[src/rtl/systolic_matmul.sv]
// Output-stationary N x N systolic matrix multiplier: C = A(NxK) * B(KxN).
// Columns of A enter from the left and rows of B from the top. Each PE
// accumulates its own C element, and c_out exposes the accumulators directly.
module systolic_matmul #(
   parameter int N    = 2,
   parameter int DW   = 8,
   parameter int KW   = 8,
   parameter int ACCW = 2*DW+KW
) (
   input  logic              clk,
   input  logic              rst,
   input  logic              start,
   input  logic [KW-1:0]     k_len,
   input  logic              signed_en,
   input  logic              in_valid,
   output logic              in_ready,
   input  logic [N*DW-1:0]   a_col,
   input  logic [N*DW-1:0]   b_row,
   output logic              busy,
   output logic              out_valid,
   input  logic              out_ready,
   output logic [N*N*ACCW-1:0] c_out
);

   typedef enum logic [1:0] {IDLE, LOAD, DRAIN, DONE} state_t;

   localparam int DCW = $clog2(2*N) + 1;

   state_t         state;
   logic [KW-1:0]  k_q;
   logic [KW-1:0]  beat_cnt;
   logic [DCW-1:0] drain_cnt;
   logic           signed_q;

   logic accept;
   logic clr;
   logic acc_en;

   logic [DW-1:0] inj_a [N];
   logic [DW-1:0] inj_b [N];

   // a_h[i][j]: A operand entering PE(i,j); b_v[i][j]: B operand entering PE(i,j)
   logic [N-1:0][N-1:0][DW-1:0] a_h;
   logic [N-1:0][N-1:0][DW-1:0] b_v;

   assign accept = (state == LOAD) && in_valid;
   assign clr    = rst || ((state == IDLE) && start);
   assign acc_en = (state == LOAD) || (state == DRAIN);

   // Control FSM: job setup, beat counting, drain timing and result handshake
   always_ff @(posedge clk) begin
      if (rst) begin
         state     <= IDLE;
         k_q       <= '0;
         signed_q  <= 1'b0;
         beat_cnt  <= '0;
         drain_cnt <= '0;
         in_ready  <= 1'b0;
         busy      <= 1'b0;
         out_valid <= 1'b0;
      end else begin
         case (state)
            IDLE: begin
               if (start) begin
                  k_q       <= k_len;
                  signed_q  <= signed_en;
                  beat_cnt  <= '0;
                  drain_cnt <= '0;
                  busy      <= 1'b1;
                  if (k_len == '0) begin
                     state     <= DONE;
                     out_valid <= 1'b1;
                  end else begin
                     state    <= LOAD;
                     in_ready <= 1'b1;
                  end
               end
            end
            LOAD: begin
               if (in_valid) begin
                  if (beat_cnt == k_q - KW'(1)) begin
                     state    <= DRAIN;
                     in_ready <= 1'b0;
                     beat_cnt <= '0;
                  end else begin
                     beat_cnt <= beat_cnt + KW'(1);
                  end
               end
            end
            DRAIN: begin
               // The last beat reaches PE(N-1,N-1) 2N-2 edges after acceptance.
               // out_valid is raised 2N edges after that acceptance.
               if (drain_cnt == DCW'(2*N-1)) begin
                  state     <= DONE;
                  out_valid <= 1'b1;
                  drain_cnt <= '0;
               end else begin
                  drain_cnt <= drain_cnt + DCW'(1);
               end
            end
            DONE: begin
               if (out_ready) begin
                  state     <= IDLE;
                  out_valid <= 1'b0;
                  busy      <= 1'b0;
               end
            end
            default: state <= IDLE;
         endcase
      end
   end

   // Operand injection: an accepted beat enters the array, any other cycle injects zeros
   always_comb begin
      for (int unsigned i = 0; i < N; i++) begin
         inj_a[i] = accept ? a_col[i*DW +: DW] : '0;
         inj_b[i] = accept ? b_row[i*DW +: DW] : '0;
      end
   end

   // Input skew: A row i and B column i are each delayed by i cycles
   for (genvar i = 0; i < N; i++) begin : g_skew
      if (i == 0) begin : g_direct
         assign a_h[0][0] = inj_a[0];
         assign b_v[0][0] = inj_b[0];
      end else begin : g_delay
         logic [DW-1:0] a_sr [i];
         logic [DW-1:0] b_sr [i];

         // Shift registers of depth i, cleared when a job starts
         always_ff @(posedge clk) begin
            if (clr) begin
               for (int unsigned d = 0; d < i; d++) begin
                  a_sr[d] <= '0;
                  b_sr[d] <= '0;
               end
            end else begin
               a_sr[0] <= inj_a[i];
               b_sr[0] <= inj_b[i];
               for (int unsigned d = 1; d < i; d++) begin
                  a_sr[d] <= a_sr[d-1];
                  b_sr[d] <= b_sr[d-1];
               end
            end
         end

         assign a_h[i][0] = a_sr[i-1];
         assign b_v[0][i] = b_sr[i-1];
      end
   end

   // Processing elements
   for (genvar i = 0; i < N; i++) begin : g_row
      for (genvar j = 0; j < N; j++) begin : g_col
         logic [DW-1:0]          a_in;
         logic [DW-1:0]          b_in;
         logic [2*DW-1:0]        prod_u;
         logic signed [2*DW-1:0] prod_s;
         logic [ACCW-1:0]        prod_x;
         logic [ACCW-1:0]        acc_r;

         assign a_in   = a_h[i][j];
         assign b_in   = b_v[i][j];
         assign prod_u = a_in * b_in;
         assign prod_s = $signed(a_in) * $signed(b_in);
         assign prod_x = signed_q ? ACCW'(prod_s) : ACCW'(prod_u);

         // Accumulate the local product while operands are flowing (wraps modulo 2^ACCW)
         always_ff @(posedge clk) begin
            if (clr) begin
               acc_r <= '0;
            end else if (acc_en) begin
               acc_r <= acc_r + prod_x;
            end
         end

         assign c_out[(i*N+j)*ACCW +: ACCW] = acc_r;

         if (j < N-1) begin : g_a_pass
            logic [DW-1:0] a_r;
            // Forward A one hop to the right
            always_ff @(posedge clk) begin
               if (clr) a_r <= '0;
               else     a_r <= a_in;
            end
            assign a_h[i][j+1] = a_r;
         end

         if (i < N-1) begin : g_b_pass
            logic [DW-1:0] b_r;
            // Forward B one hop downward
            always_ff @(posedge clk) begin
               if (clr) b_r <= '0;
               else     b_r <= b_in;
            end
            assign b_v[i+1][j] = b_r;
         end
      end
   end

endmodule
[config.mk]
export PLATFORM = sky130hd
export DESIGN_NAME = systolic_matmul
export DESIGN_NICKNAME = d
export VERILOG_FILES = /design/src/rtl/systolic_matmul.sv
export SDC_FILE = /design/constraint.sdc
export NUM_CORES = 1
export LEC_CHECK = 0
export CORE_MARGIN = 3
export CORE_UTILIZATION = 50
export CTS_CLUSTER_DIAMETER = 200
export DETAILED_ROUTE_END_ITERATION = 12
export PLACE_DENSITY = 0.73
export SLEW_MARGIN = 10
export SYNTH_ARGS = -nofsm -noshare
export SYNTH_HDL_FRONTEND = slang
export SYNTH_SLANG_ARGS = --single-unit
[constraint.sdc]
create_clock -name clk -period 12.6 [get_ports clk]
set_input_delay 2.52 -clock clk [delete_from_list [all_inputs] [get_ports clk]]
set_output_delay 2.52 -clock clk [all_outputs]
set_load 0.01 [all_outputs]
**After elaboration in Yosys (flattened, before gate mapping)**

Memory sizes are Yosys's and may differ from the RTL's.
Cells that the tools add are included.

- Flip-flop bits (word level): 153
- Bits of input ports: 46
- Memories: 2
- Logic and storage cells: 105
- Bits in writable memories: 16
- Output and inout bits: 99

- Muxes and demuxes: 41
- Reduce and logical (&&, ||, !) cells: 19
- Add/sub/neg operators: 7
- Multiply operators: 8
- Equal/unequal tests: 12

Memory list:

| memory | depth | width | rd ports | clocked after memory_dff | write ports | line | RTL |
|---|---|---|---|---|---|---|---|
| g_skew[1].g_delay.a_sr | 1 | 8 | 1 | 0 | 1 | 127 | `logic [DW-1:0] a_sr [i];` |
| g_skew[1].g_delay.b_sr | 1 | 8 | 1 | 0 | 1 | 128 | `logic [DW-1:0] b_sr [i];` |

Operators with widths:

| operator | number |
|---|---|
| 8-bit by 8-bit multiplier with 16-bit output | 8 |
| 24-bit adder | 4 |
| 24-bit 2-to-1 mux | 4 |
| 8-bit 2-to-1 mux | 9 |
| 8-bit one-hot mux with 2 select lines | 1 |
| 8-bit OR reduction | 2 |
| 5-bit AND reduction | 3 |
| 1-bit 2-to-1 mux | 14 |
| 2-bit 2-to-1 mux | 6 |
| 8-bit by 1-bit adder with 8-bit output (second input constant) | 1 |
| 8-bit == test | 1 |
| 8-bit zero test | 1 |
| 2-bit inequality test (second input constant) | 4 |
| 2-bit one-hot mux with 4 select lines | 1 |
| 8-bit by 1-bit subtractor with 8-bit output (second input constant) | 1 |
| 3-bit 2-to-1 mux | 2 |
| 2-bit by 1-bit inequality test with 1-bit output (second input constant) | 3 |
| 3-bit one-hot mux with 2 select lines | 1 |
| 3-bit AND reduction | 2 |
| 2-bit nonzero test | 3 |
| 2-bit == test (second input constant) | 2 |
| 1-bit one-hot mux with 2 select lines | 2 |
| 2-bit AND reduction | 2 |
| 3-bit by 1-bit adder with 3-bit output (second input constant) | 1 |
| other kinds (7) | 9 |

**Longest topological paths before layout**

Gate-level depths: netlist (run 1).

- Depth in word-level cells: 6
- Gate-level depth with buffers: 34

**Worst setup path before layout (run 1)**

No wires, ideal clock.

- Kind: input-to-reg
- Start point: input in_valid
- End point: register g_row[0].g_col[0].acc_r[23]
- Slack: 3.872 ns
- Cell stages on the path: 31
- Setup time: 0.116 ns
- Data required time: 12.484 ns
- Data arrival time: 8.613 ns
- Cell sequence: and2_1 > nand2_1 > inv_1 > clkbuf_1 > nand2_1 > fa_1 > fa_1 > inv_1 > fa_1 > inv_1 > fa_1 > inv_1 > ha_1 > inv_1 > o21bai_1 > a2111oi_2 > o31ai_1 > a21o_1 > a21oi_1 > xnor2_1 > o21ai_0 > ha_1 > nand2_1 > nor2_1 > a211oi_1 > o22ai_1 > o41ai_2 > o21ai_1 > xnor2_1 > a21oi_1 > a31o_1

- Longest elaborated chain between the ends: 5
- Elaborated cells on any way between the ends: 7
- Classes of those cells: 1 x add/sub; 2 x mul; 3 x mux; 1 x reduce/logical

Ends and longest elaborated chain:

| what | line | RTL |
|---|---|---|
| from (decl) | 15 | `input logic in_valid,` |
| 1-bit logical AND (*) | 46 | `assign accept = (state == LOAD) && in_valid;` |
| 8-bit 2-to-1 mux (*) | 117 | `inj_b[i] = accept ? b_row[i*DW +: DW] : '0;` |
| via g_row[0].g_col[0].b_in[7] | 156 | `logic [DW-1:0] b_in;` |
| 8-bit by 8-bit multiplier with 16-bit output, on equally long branches | 164, 165 |  |
| 24-bit 2-to-1 mux (*) | 166 | `assign prod_x = signed_q ? ACCW'(prod_s) : ACCW'(prod_u);` |
| 24-bit adder (*) | 173 | `acc_r <= acc_r + prod_x;` |
| to (signal assigned) | 173 |  |
| to (decl) | 160 | `logic [ACCW-1:0] acc_r;` |

The timed path passes the listed nets; every way through them passes the cells marked *.
A chain may end at the register's enable or synchronous reset.

**Final worst setup path (run 1)**

- Start point: input in_valid
- End point: register g_row[0].g_col[0].acc_r[21]

- Longest elaborated chain between the ends: 5
- Elaborated cells on any way between the ends: 7
- Classes of those cells: 1 x add/sub; 2 x mul; 3 x mux; 1 x reduce/logical

Ends and longest elaborated chain:

| what | line |
|---|---|
| 1-bit logical AND (*) | 46 |
| 8-bit 2-to-1 mux, on equally long branches | 116, 117 |
| 8-bit by 8-bit multiplier with 16-bit output, on equally long branches | 164, 165 |
| 24-bit 2-to-1 mux (*) | 166 |
| 24-bit adder (*) | 173 |

Mark *: on every way between the ends. The rest lies on a longest branch, timed or not.

==> metrics.csv, run 1 <==
stage,metric,value,unit
hold_path,holdPathStages,2,
synth,syn_area_per_cell,8.62,µm²
critical_path,critPathKind,in -> reg,
power_and_ir_drop,power_per_cell_area,73.7,nW/µm²
cells_and_area,fin_nets,3882,
sta,finClkSkew,0.0139,ns
clocking,cts_tree,built,
flow_run,maxCapViolations,0,
clocking,cts_resized,0,
critical_path,crit_path_top_delay_cell,clkdlybuf4s50_1,
clocking,path_clk_slew,0.07,ns
clocking,clk_path_buf_depth,2,
sta,setup-tns-final,0,ns
synth,synth_edf_count,0,
global_route,grt_max_degree,63,
global_route,grt_usage,23.2,%
synth,synth_cells,3077,
synth,netlist_area,26500,µm²
cells_and_area,layout-drive-gt1-share,2.65,%
critical_path,required,12.94,ns
detailed_routing,drt_wl_total,62800,µm
critical_path,worstPathMaxFanout,14,
global_route,overflow,0,
synth,ys_seq_elements,169,
critical_path,cp.depth,31,
critical_path,start_kind,input port,
clocking,hold_buffers,0,
floorplanning,fp.dieH,236,µm
critical_path,crit_end,g_row[0].g_col[0].acc_r[21],
detailed_routing,drc,0,
detailed_routing,first_pass_iters,5,
sta,finalSetupViolCount,0,
critical_path,crit_start,in_valid,
sta,fin_crit_sh,74.2,%
placed_design,dp_hpwl,51700,µm
cells_and_area,syn_to_final_growth,10.1,%
critical_path,worstReg2RegEnd,g_row[1].g_col[0].acc_r[23],
outcome,outcome,"finished, final reports clean",
sta,maxSlewViolCount,0,
floorplanning,boundaryPins,145,
clocking,clk_latency,0.48,ns
critical_path,arrival,9.69,ns
synth,ys.flop_type,dfxtp_1,
floorplanning,rows,83,
critical_path,critPathMaxStageDelay,0.55,ns
critical_path,crit-reg2reg-launch,g_skew[1].g_delay.a_sr[0][5],
sta,rsz0062_at_grt,false,
clocking,cts_inserted_buffers,17,
sta,hold_violations,0,
critical_path,rr_worst_depth,26,
cells_and_area,fin_area,29200,µm²
placed_design,placed_area,28600,µm²
critical_path,crit_family,adder cells,
sta,maxSlewHeadroom,20.1,%
sta,worst_pin_slew,1.17,ns
critical_path,endpoint_kind,register,
sta,final.min_clock_period,9.35,ns
detailed_routing,avgViaCountPerCell,5.30,
global_route,grt_pass1_wl,106000,µm
global_route,grt_pass1_vias,21000,
placed_design,portBuffers,144,
sta,fmax,107,MHz
cells_and_area,utilization,56.2,%
synth,synthArstFlopShare,0,%
synth,syn_nets,3800,
detailed_routing,vias,20400,
detailed_routing,antenna_left,0,
detailed_routing,drtIter0Drc,908,
clocking,ctsHtreeMaxLevel,4,
floorplanning,die_x,236,µm
global_route,grt_antenna_before_repair,4,
clocking,postCtsSetupBuffers,0,
critical_path,path_buf_inv,6,
power_and_ir_drop,p_leak,15.0,nW
floorplanning,floorplan.initialDensity,51.1,%
synth,yosys_warnings,0,
synth,synth_cell_types,75,
critical_path,critPathMostFrequentCell,inv_1,
critical_path,r2r_slack,4.88,ns
clocking,cts-root-buf,clkbuf_16,
cells_and_area,n_fill_cell,4679,
placed_design,gp_congestion,0.883,
synth,synth-seq-area-share,12.7,%
floorplanning,die_area,55900,µm²
detailed_routing,wire_per_inst,16.3,µm
clocking,cts_sinks,169,
hold_path,hold_path_class,reg -> reg,
floorplanning,coreArea,51900,µm²
power_and_ir_drop,peakVddDrop,0.000120,V
metrics by stage:
stage / hold slack [ns] / power, mW / setup WS, ns / instances
after floorplan: 0.448 / 1.29 / 3.87 / 3077
after detailed placement: 0.467 / 1.59 / 2.81 / 3820
after global placement: 0.458 / 1.57 / 2.97 / 3820
final: 0.478 / 2.15 / 3.25 / 3854
after global routing: 0.513 / 2.30 / 2.75 / 3852
after CTS: 0.476 / 2.17 / 3.31 / 3852
sequential cells by signal, summed over array words and instances (netlist names):
register,count
state,2
in_ready,1
beat_cnt,8
busy,1
g_skew.g_delay.a_sr,8
signed_q,1
g_row.g_col.g_b_pass.b_r,16
out_valid,1
g_skew.g_delay.b_sr,8
g_row.g_col.acc_r,96
drain_cnt,3
k_q,8
g_row.g_col.g_a_pass.a_r,16
placed cells by master, fill, tap and decap left out, types with 14 or more instances in the layout:
cell and instances:
xnor2_1 125, inv_1 551, nand4_1 14, nor2b_1 30, a21oi_1 148, and2_1 163, o21ai_0 93, nor3_1 35
xor2_1 75, nor2_1 198, dfxtp_1 168, a211oi_1 27, and3_1 57, nand2b_1 30, o22ai_1 14, o21bai_1 22
nand3_1 36, mux2i_1 56, clkbuf_16 17, fa_1 344, nand2_1 248, a21o_1 56, ha_1 332, o21a_1 14
clkdlybuf4s50_1 144
Yosys cell counts, types with 3 or more instances:
cell,instances,area (µm²)
a41o_1,3,30.0
o31ai_1,5,37.5
nor3_1,35,175
o21a_1,14,105
o21ai_1,9,45.0
a21o_1,56,420
a211oi_1,27,203
o311ai_0,3,26.3
nand4_1,14,87.6
nor4_1,3,18.8
nand2_1,248,931
inv_1,552,2070
a21boi_0,3,22.5
or2_2,6,37.5
nand3_1,36,180
ha_1,333,4170
xor2_1,75,657
fa_1,344,6890
and2_1,163,1020
nand2b_1,31,194
clkbuf_1,76,285
a311oi_1,3,26.3
o211ai_1,13,97.6
or3_1,7,43.8
o21ai_0,93,465
or4_1,4,30.0
nor2_1,199,747
o21bai_1,22,165
o41ai_1,7,61.3
a31oi_1,12,75.1
a211oi_2,3,37.5
nor4b_1,3,26.3
a21oi_1,148,741
mux2_2,13,146
a31o_2,3,26.3
xnor2_1,125,1090
nor2b_1,30,188
and3_1,57,357
nor3b_1,4,30.0
buf_1,11,41.3
dfxtp_1,169,3380
mux2i_1,56,561
o22ai_1,14,87.6
layer usage:
| metal | wire length (µm) | global-route usage [%] | up-vias |
|---|---|---|---|
| met5 | 13 | 0 | - |
| met4 | 1180 | 6.19 | 2 |
| met3 | 3500 | 4.49 | 75 |
| met2 | 30300 | 39.7 | 451 |
| met1 | 27800 | 30.1 | 9790 |
| li1 | - | - | 10100 |
logic make-up after synthesis:
group | count (synthesis) | share of synthesized area, %
AOI/OAI and AO/OA | 472 | 11.6
and+or+nand+nor | 848 | 15.6
buffers and inverters | 641 | 9.08
muxes | 70 | 2.72
xor gates and xnor gates | 200 | 6.60
adders and majority gates | 677 | 41.7
DFF | 169 | 12.7
worst min path at each step:
stage / startpoint / to / slack [ns]
floorplan: k_q[7] / k_q[7] / 0.45
global placement: k_q[7] / k_q[7] / 0.46
detailed placement: k_q[7] / k_q[7] / 0.47
CTS: k_q[7] / k_q[7] / 0.48
global route: drain_cnt[2] / drain_cnt[2] / 0.51
finish: busy / busy / 0.48
tightest hold or removal path, stage by stage, from the launching register on:
cell     delay [ns]
dfxtp_1        0.32
nand2_1        0.06
a21oi_1        0.05
cell type report:
cell class	instances	area, µm²	share of cell area, %
clock buffers	21	460	1.58
well taps	680	851	2.91
flip-flops and latches	169	3390	11.6
inverters	552	2070	7.09
repair buffers	152	1500	5.14
diodes	2	5.00	0.0171
clock inverters	11	158	0.540
multi-input cells	2267	20800	71.1
power by group:
group | internal [mW] | switching, mW
sequential | 0.576 | 0.0677
combinational | 0.367 | 0.565
clock | 0.326 | 0.250
total | 1.27 | 0.883
Power figures use the tool's default switching activity.
==> run 2: changes to the inputs <==
- PLACE_DENSITY: 0.73 -> 0.75
- clock period: 12.6 -> 7.57 ns (I/O delays scaled with it)
==> metrics.csv, run 2 (synthesized netlist as in run 1, its figures left out) <==
stage,metric,value,unit,change
outcome,outcome,"finished, final reports clean",,
clocking,clk_latency,0.50,ns,+0.02 ns
hold_path,whs_endpoint,drain_cnt[2],,
detailed_routing,drt_wl_total,65300,µm,+4.0%
sta,maxSlewViolCount,0,,unchanged
cells_and_area,reg_top3,"g_row.g_col.acc_r x96, g_row.g_col.g_a_pass.a_r x16, g_row.g_col.g_b_pass.b_r x16",,
cells_and_area,layout-drive-gt1-share,9.38,%,+6.7 points
sta,maxSlewHeadroom,31.6,%,+12 points
cells_and_area,n_fill_cell,4538,,-3.0%
flow_run,maxCapViolations,0,,unchanged
clocking,cts_tree,built,,
critical_path,worstReg2RegEnd,g_row[0].g_col[0].acc_r[21],,
hold_path,holdPathStages,1,,-1
power_and_ir_drop,swShare,41.7,%,+0.64 points
clocking,ctsHtreeMaxLevel,4,,unchanged
global_route,grt_max_degree,65,,+3.2%
sta,fmax,135,MHz,
floorplanning,die_area,55900,µm²,unchanged
power_and_ir_drop,power_per_cell_area,123,nW/µm²,+67%
detailed_routing,drc,0,,unchanged
power_and_ir_drop,p_int,2.21,mW,+74%
global_route,grt_antenna_before_repair,5,,+1
power_and_ir_drop,pwr-share-clk,24.5,%,-2.3 points
clocking,cts_sinks,169,,unchanged
sta,fin_crit_sh,97.7,%,
placed_design,portBuffers,144,,unchanged
critical_path,path_buf_inv,6,,unchanged
hold_path,hold_path_class,reg -> reg,,
cells_and_area,syn_to_final_growth,16.0,%,
sta,worst_pin_slew,1.03,ns,-0.140 ns
sta,finClkSkew,0.0211,ns,+0.00723 ns
floorplanning,rows,83,,unchanged
sta,hold_violations,0,,unchanged
sta,setup-tns-final,0,ns,unchanged
critical_path,required,7.91,ns,-5.03 ns
clocking,path_clk_slew,0.07,ns,about the same
cells_and_area,antennaDiodeCount,0,,-2
floorplanning,boundaryPins,145,,unchanged
detailed_routing,vias,21300,,+4.3%
power_and_ir_drop,p_sw,1.58,mW,+79%
critical_path,critPathMostFrequentCell,buf_4,,
detailed_routing,drtIter0Drc,1050,,+16%
critical_path,critPathMaxStageDelay,0.57,ns,+0.02 ns
cells_and_area,fin_area,30800,µm²,+5.4%
power_and_ir_drop,peakVddDrop,0.000277,V,+130%
floorplanning,floorplan.initialDensity,51.1,%,unchanged
placed_design,placed_area,29800,µm²,+4.2%
cells_and_area,largest_reg_flops,96,,unchanged
critical_path,start_kind,input port,,
critical_path,cp.depth,31,,unchanged
cells_and_area,final_cell_mix,"inv_1, fa_1, ha_1, nand2_1, nor2_1",,
floorplanning,fp.dieH,236,µm,unchanged
detailed_routing,avgViaCountPerCell,5.30,,about the same
clocking,cts_inserted_buffers,17,,unchanged
critical_path,critPathKind,in -> reg,,
power_and_ir_drop,combinationalPowerShare,47.0,%,+3.7 points
global_route,grt_pass1_wl,108000,µm,+2.2%
detailed_routing,wire_per_inst,16.3,µm,-0.22%
hold_path,min_from,drain_cnt[2],,
power_and_ir_drop,seq_power_share,28.5,%,-1.4 points
global_route,overflow,0,,unchanged
critical_path,crit-reg2reg-launch,state[1],,
cells_and_area,stdcell_count,4017,,+4.2%
critical_path,worstPathMaxFanout,15,,+1
critical_path,endpoint_kind,register,,
critical_path,crit_path_top_delay_cell,fa_1,,
detailed_routing,first_pass_iters,5,,unchanged
critical_path,rr_worst_depth,32,,+23%
sta,final.min_clock_period,7.39,ns,
critical_path,crit_start,in_valid,,
power_and_ir_drop,p_leak,15.9,nW,+6.5%
placed_design,dp_hpwl,53200,µm,+2.9%
detailed_routing,antenna_left,0,,unchanged
cells_and_area,fin_nets,4047,,+4.3%
placed_design,placed_cells,3980,,+4.2%
critical_path,crit_family,adder cells,,
clocking,clk_path_buf_depth,2,,unchanged
cells_and_area,top_register,g_row.g_col.acc_r,,
sta,finalSetupViolCount,0,,unchanged
clocking,hold_buffers,0,,unchanged
placed_design,gp_congestion,0.886,,+0.39%
clocking,cts-root-buf,clkbuf_16,,
critical_path,r2r_slack,0.39,ns,-4.49 ns
cells_and_area,final_common_cell,inv_1,,
sta,hold-worst-slack,0.475,ns,-0.00248 ns
global_route,grt_usage,23.6,%,+0.40 points
critical_path,arrival,7.74,ns,-1.95 ns
floorplanning,coreArea,51900,µm²,unchanged
global_route,grt_pass1_vias,22100,,+4.9%
floorplanning,die_x,236,µm,unchanged
[run 2: cell types whose count changed in the layout (fill, tap and decap cells not counted), sizes merged]
cell | before | now
diode | 2 | 0
bufinv | 3 | 1
clkdlybuf4s50 | 144 | 127
clkinv | 1 | 4
clkinvlp | 1 | 3
dlymetal6s2s | 0 | 15
clkbuf | 21 | 19
buf | 8 | 174
[run 2: worst max path at each step]
| stage | to | slack [ns] |
|---|---|---|
| floorplan | g_row[0].g_col[0].acc_r[23] | 0.007 |
| CTS | g_row[0].g_col[0].acc_r[21] | 0.02 |
| detailed placement | g_row[0].g_col[0].acc_r[23] | -0.96 |
| finish | g_row[0].g_col[0].acc_r[21] | 0.18 |
| global route | g_row[0].g_col[0].acc_r[21] | -0.11 |
| global placement | g_row[0].g_col[0].acc_r[21] | -0.77 |
[run 2: stage by stage]
stage	total power [mW]	setup slack, ns	util, %
after global placement	2.77	-0.771	57.4
after detailed placement	2.80	-0.962	57.4
after floorplan	2.15	0.00708	-
final	3.79	0.175	59.3
after global routing	4.03	-0.109	59.3
after CTS	3.75	0.0155	58.7
[run 2: layout make-up]
cell class | instances | area, µm² | share of cell area (%)
clock buffers | 18 | 439 | 1.43
clock inverters | 14 | 160 | 0.520
inverters | 552 | 2070 | 6.73
multi-input cells | 2267 | 21100 | 68.5
flip-flops and latches | 169 | 3390 | 11.0
well taps | 680 | 851 | 2.76
repair buffers | 317 | 2780 | 9.04
[run 2: metal layers]
layer	track usage (%)	up-vias	wire length [µm]
met5	0	-	41
met3	4.61	107	3510
met2	40.8	482	31800
met4	7.02	6	1690
met1	30.0	10300	28300
li1	-	10400	-
[run 2: what timing repair did]
| action | CTS | global route |
|---|---|---|
| setup endpoints to repair | 6 | 11 |
| setup buffers | 0 | 6 |
| pin swaps | 8 | 43 |
| gates resized for setup | 18 | 82 |
[run 2: power by group through the flow]
stage	logic (mW)	clock network (mW)	registers, mW
after floorplan	1.10	0	1.05
after global placement	1.67	0	1.10
after detailed placement	1.71	0	1.10
after CTS	1.72	0.954	1.08
after global routing	1.96	0.981	1.09
final	1.78	0.930	1.08
[run 2: worst reg2reg max path: cells and delay by family, from the launching register on]
| kind | cells | cell delay, ns |
|---|---|---|
| compound gates | 13 | 2.10 |
| fa+ha+maj | 7 | 2.97 |
| buf+inv | 6 | 0.77 |
| xor+xnor | 1 | 0.13 |
| flops | 1 | 0.34 |
| mux | 1 | 0.20 |
| simple gates | 4 | 0.55 |
==> run 3: changes to the inputs <==
- ABC_CLOCK_PERIOD_IN_PS: unset -> 7570
- CTS_CLUSTER_DIAMETER: 200 -> unset
==> results of run 3 <==
Same layout as run 2: the final DEF is identical, and so are final timing and power.
